==> src/rtl/booth_pkg.sv <==
// booth_pkg -- shared constants for the radix-2 Booth multiplier datapath.
//   BOOTH_WIDTH : default operand width (the control unit runs exactly 3 steps)
//   Q_*         : encodings of q = {Q[0], Q_1} seen by the control unit
package booth_pkg;
  localparam int BOOTH_WIDTH = 3;

  localparam logic [1:0] Q_SHIFT0 = 2'b00;  // shift only
  localparam logic [1:0] Q_ADD    = 2'b01;  // A <= A + M, then shift
  localparam logic [1:0] Q_SUB    = 2'b10;  // A <= A - M, then shift
  localparam logic [1:0] Q_SHIFT1 = 2'b11;  // shift only
endpackage

==> src/rtl/booth_addsub.sv <==
// booth_addsub -- combinational adder/subtractor for the Booth accumulator.
//   a, b : W-bit operands
//   sub  : 1 = a - b, 0 = a + b
//   sum  : W-bit result, modulo 2^W
module booth_addsub #(
  parameter int W = 4
) (
  input  logic [W-1:0] a,
  input  logic [W-1:0] b,
  input  logic         sub,
  output logic [W-1:0] sum
);
  assign sum = sub ? (a - b) : (a + b);
endmodule

==> src/rtl/booth_datapath.sv <==
// booth_datapath -- register datapath of a radix-2 Booth multiplier.
// Holds M, A, Q, Q_1; the external control unit sequences it through the
// load / add-sub / shift strobes and watches q = {Q[0], Q_1}.
//   clk, rst_n            : clock, synchronous active-low reset
//   mcand, mplier         : signed operands (loaded on cargaM / cargaQ)
//   resta                 : 1 = subtract M on cargaA, 0 = add M
//   desp                  : arithmetic right shift of {A,Q,Q_1}
//   cargaA/cargaQ/cargaM  : load strobes
//   fin                   : control unit done level
//   q                     : {Q[0], Q_1}
//   prod, prod_valid      : signed product and its valid flag
//   prod_ack              : consumer accepts product
// Build option: BOOTH_PROD_HOLD_EN -- when defined, the product is captured
// on the rising edge of fin into a register held until prod_ack; otherwise
// prod is the live {A,Q} view and prod_valid follows fin.
module booth_datapath
  import booth_pkg::*;
#(
  parameter int WIDTH = BOOTH_WIDTH
) (
  input  logic               clk,
  input  logic               rst_n,
  input  logic [WIDTH-1:0]   mcand,
  input  logic [WIDTH-1:0]   mplier,
  input  logic               resta,
  input  logic               desp,
  input  logic               cargaA,
  input  logic               cargaQ,
  input  logic               cargaM,
  input  logic               fin,
  output logic [1:0]         q,
  output logic [2*WIDTH-1:0] prod,
  output logic               prod_valid,
  input  logic               prod_ack
);
  logic [WIDTH:0]     r_m;
  logic [WIDTH:0]     r_a;
  logic [WIDTH-1:0]   r_q;
  logic               r_q1;
  logic [WIDTH:0]     w_sum;
  logic [2*WIDTH-1:0] w_prod_now;

  // One extra accumulator bit so -M of the most negative multiplicand fits.
  booth_addsub #(.W(WIDTH+1)) u_addsub (
    .a   (r_a),
    .b   (r_m),
    .sub (resta),
    .sum (w_sum)
  );

  always_ff @(posedge clk) begin
    if (!rst_n) begin
      r_m  <= '0;
      r_a  <= '0;
      r_q  <= '0;
      r_q1 <= 1'b0;
    end else if (cargaQ || cargaM) begin
      if (cargaM) r_m <= {mcand[WIDTH-1], mcand};
      if (cargaQ) begin
        r_q  <= mplier;
        r_a  <= '0;
        r_q1 <= 1'b0;
      end
    end else if (cargaA) begin
      r_a <= w_sum;
    end else if (desp) begin
      // Arithmetic shift of the whole {A,Q,Q_1} chain.
      {r_a, r_q, r_q1} <= {r_a[WIDTH], r_a, r_q};
    end
  end

  assign q          = {r_q[0], r_q1};
  assign w_prod_now = {r_a[WIDTH-1:0], r_q};

`ifdef BOOTH_PROD_HOLD_EN
  logic               r_fin_d;
  logic [2*WIDTH-1:0] r_prod;
  logic               r_prod_valid;
  logic               w_capture;

  // Only the 0->1 transition of fin captures, so a held fin is one result.
  assign w_capture = fin && !r_fin_d;

  always_ff @(posedge clk) begin
    if (!rst_n) begin
      r_fin_d      <= 1'b0;
      r_prod       <= '0;
      r_prod_valid <= 1'b0;
    end else begin
      r_fin_d <= fin;
      if (w_capture) begin
        // Capture beats a simultaneous ack: the new result stays valid.
        r_prod       <= w_prod_now;
        r_prod_valid <= 1'b1;
      end else if (prod_ack && r_prod_valid) begin
        r_prod_valid <= 1'b0;
      end
    end
  end

  assign prod       = r_prod;
  assign prod_valid = r_prod_valid;
`else
  logic w_unused_ack;
  assign w_unused_ack = prod_ack;
  assign prod         = w_prod_now;
  assign prod_valid   = fin;
`endif
endmodule

==> config.mk <==
export PLATFORM = sky130hd
export DESIGN_NAME = booth_datapath
export DESIGN_NICKNAME = d
export VERILOG_FILES = /design/src/rtl/booth_pkg.sv /design/src/rtl/booth_addsub.sv /design/src/rtl/booth_datapath.sv
export SDC_FILE = /design/constraint.sdc
export NUM_CORES = 1
export LEC_CHECK = 0
export CORE_MARGIN = 2
export CORE_UTILIZATION = 40
export DETAILED_ROUTE_END_ITERATION = 10
export PLACE_DENSITY_LB_ADDON = 0.2
export SYNTH_ARGS = -nofsm -noshare
export SYNTH_HDL_FRONTEND = slang
export SYNTH_SLANG_ARGS = --single-unit
==> constraint.sdc <==
create_clock -name clk -period 6.1 [get_ports clk]
set_clock_uncertainty 0.15 [all_clocks]
set_input_delay 1.22 -clock clk [delete_from_list [all_inputs] [get_ports clk]]
set_output_delay 1.22 -clock clk [all_outputs]
set_load 0.02 [all_outputs]
==> summary.md <==
| Metric | Value |
|---|---|
| Worst R2R Setup Slack | 3810 ps |
| # clock sinks | 11 |
| Total Wirelength | 1370 um |
| Post-synth top area share | 0.309 |
| Maximum vdd drop | 0.105 mV |
| Place WS | 2710 ps |
| Worst-case clock buffer depth | 2 |
| Final min period | 3130 ps |
| Reg-to-reg critical path startpoint | r_m[0] |
| Net Count, Synth | 102 |
| Initial Util | 0.418 |
| CTS resizes | 0 |
| Pre-antenna DRT Iters | 4 |
| Critical Path AT | 3110 ps |
| Area Overhead vs Synth | 27.5% |
| Hold depth | 2 |
| Antenna cells | 0 |
| Cell at the slowest stage of the critical path | clkdlybuf4s50_1 |
| Area leader, netlist | dfxtp_1 |
| Layout net count | 119 |
| Most Crowded Layer GR | met2 |
| Die extent in x | 46.2 um |
| Worst path max stage delay | 520 ps |
| CTS H-tree lvls | 1 |
| #FFs+latches synth | 11 |
| Power Density | 195 nW/um2 |
| Max capacitance violation total | 0 |
| Setup Fix Bufs, Post-CTS | 0 |
| Post-route DRC | 0 |
| Grt met2 use | 0.242 |
| Post-DR wirelength/cell | 11.2 um |
| Total core area | 1710 um2 |
| Max Slew Vio Count | 0 |
| Crit path kind | in -> reg |
| Peak Freq | 319 MHz |
| Number of global-route vias before repair | 534 |
| GR Util All Layers | 0.147 |
| Yosys cell types | 27 |
| CTS clk-pin slew, worst paths | 70 ps |
| Top post-synthesis cells by area | dfxtp_1, ha_1, buf_4, mux2i_1, nor2_1 |
| Die ar. | 2140 um2 |
| Fin crit share | 0.514 |
| CP cell instances | clkdlybuf4s50_1 > mux2_2 > inv_1 > ha_1 > nand2_1 > o21ai_1 > xor2_1 > o311ai_1 > o41ai_1 |
| Hold-fix buffers at CTS | 0 |
| Total grt overflow | 0 |
| Antenna violations before repair | 0 |
| Most common cell after layout, fill and taps aside | clkdlybuf4s50_1 |
| Cell Area, Synth | 713 um2 |
| Met3 Use GR | 0.0392 |
| CTS tree | yes |
| Io pins | 24 |
| Drt via density | 4.98 |
| RR Endpoint | r_a[3] |
| DR vias | 612 |
| HPWL Detailed | 1090 um |
| Critical path peak fanout | 4 |
| Most frequent cells in the layout | clkdlybuf4s50_1, dfxtp_1, nor2_1, inv_1, nand2_1 |
| IO Port Bufs | 20 |
| Row cnt | 15 |
| Required time worst endpoint | 6080 ps |
| Crit path capture type | register |
| Worst-Margin Slew | 537 ps |
| Layout cells sized above 1 | 0.0714 |
| Worst-skew pair later-pin latency | 260 ps |
| Hold Fails Final Rpt | 0 |
| CTS Buf Count | 3 |
| GPL Wtd Cong | 0.680 |
| First-pass GRT wire length | 2210 um |
| Min-Delay Path Class | reg -> reg |
| Post-route ant nets | 0 |
| Leak pwr | 0.376 nW |
| WHS Endpoint | r_a[3] |
| Syn_area_per_cell | 8.70 um2 |
| RSZ-0062 raised after global routing | false |
| Yosys warns | 0 |
| Die height | 46.2 um |
| Largest net degree at the start of global routing | 14 |
| Run status | finished, final reports clean |
| Endpoints failing setup | 0 |
| Post-Synthesis Cells | 82 |
| Hold Path Origin | r_a[3] |
| Relative slew slack | 0.641 |
| R2R depth | 10 |
| Sequential share of the synthesized area | 0.309 |
| Setup TNS | 0 ps |
| Met1 usage | 0.168 |
| Final WS setup | 2970 ps |
| CTS root buf | clkbuf_4 |
| Startpoint Class | primary input |
| DRT iter0 DRCs | 17 |
-- through the flow --
step                      power (mW)  hold slack (ps)  cell area (um2)   util  std cells
after floorplan                0.114              310              713      -         82
after global placement         0.130              324              883  0.517        119
after detailed placement       0.131              349              883  0.517        119
after CTS                      0.181              360              910  0.533        123
after global routing           0.191              398              910  0.533        123
final                          0.178              363              910  0.533        123
-- registers in the layout (all words and copies together) (netlist names) --
signal,flops
r_q1,1
r_a,4
r_m,3
r_q,3
-- metal layers --
layer / vias to the layer above / routed length, um
li1: 313 / -
met1: 274 / 612
met2: 23 / 665
met3: 2 / 81
met4: 0 / 12
met5: - / 0
-- critical path: cells and delay by family --
kind            cells  cell delay (ps)
compound gates      3              460
simple gates        1               70
buf+inv             2              580
fa+ha+maj           1              210
xor+xnor            1              190
mux                 1              380
-- Yosys cell counts --
| master | count |
|---|---|
| dfxtp_1 | 11 |
| nor2_1 | 10 |
| buf_4 | 6 |
| inv_1 | 6 |
| nand2_1 | 5 |
| ha_1 | 4 |
| mux2i_1 | 4 |
| nor2b_1 | 4 |
| nand3_1 | 3 |
| o211a_1 | 3 |
| o21ai_0 | 3 |
| a21oi_1 | 2 |
| a22oi_1 | 2 |
| nand2b_1 | 2 |
| o21ai_1 | 2 |
| o221a_2 | 2 |
| or2_0 | 2 |
| xor2_1 | 2 |
| a211oi_1 | 1 |
| buf_2 | 1 |
| buf_6 | 1 |
| fa_1 | 1 |
| mux2_2 | 1 |
| nor3b_2 | 1 |
| o311ai_1 | 1 |
| o41ai_1 | 1 |
| xnor2_1 | 1 |
-- final cells by class --
cell class	instances	area, um2
clock buffer	4	26.3
fill	165	798
inverter	6	22.5
multi-input combinational	57	409
sequential	11	220
tap	25	31.3
timing repair buffer	20	200
-- worst max-delay path by stage --
stage | end | from | cells after the start
2_1_floorplan | prod_valid | fin | 1
3_3_place_gp | r_a[3] | resta | 9
3_5_place_dp | r_a[3] | resta | 9
4_1_cts | r_a[3] | resta | 9
5_1_grt | r_a[3] | resta | 9
6_report | r_a[3] | resta | 9
-- power breakdown --
group	switching, mW	internal [mW]
clock	0.0236	0.0253
combinational	0.0238	0.0255
sequential	0.00371	0.0758
total	0.0511	0.127
-- logic make-up (layout without fill, tap and decap cells) --
kind of cell / count (synthesis) / count (layout) / synth area share
and+or+nand+nor: 27 / 27 / 0.188
buffers and inverters: 14 / 30 / 0.118
xor gates and xnor gates: 3 / 3 / 0.0368
adders and majority gates: 5 / 5 / 0.0982
muxes: 5 / 5 / 0.0719
AOI/OAI and AO/OA: 17 / 17 / 0.179
DFF: 11 / 11 / 0.309
Note: power is estimated with default switching activity, not from simulation.
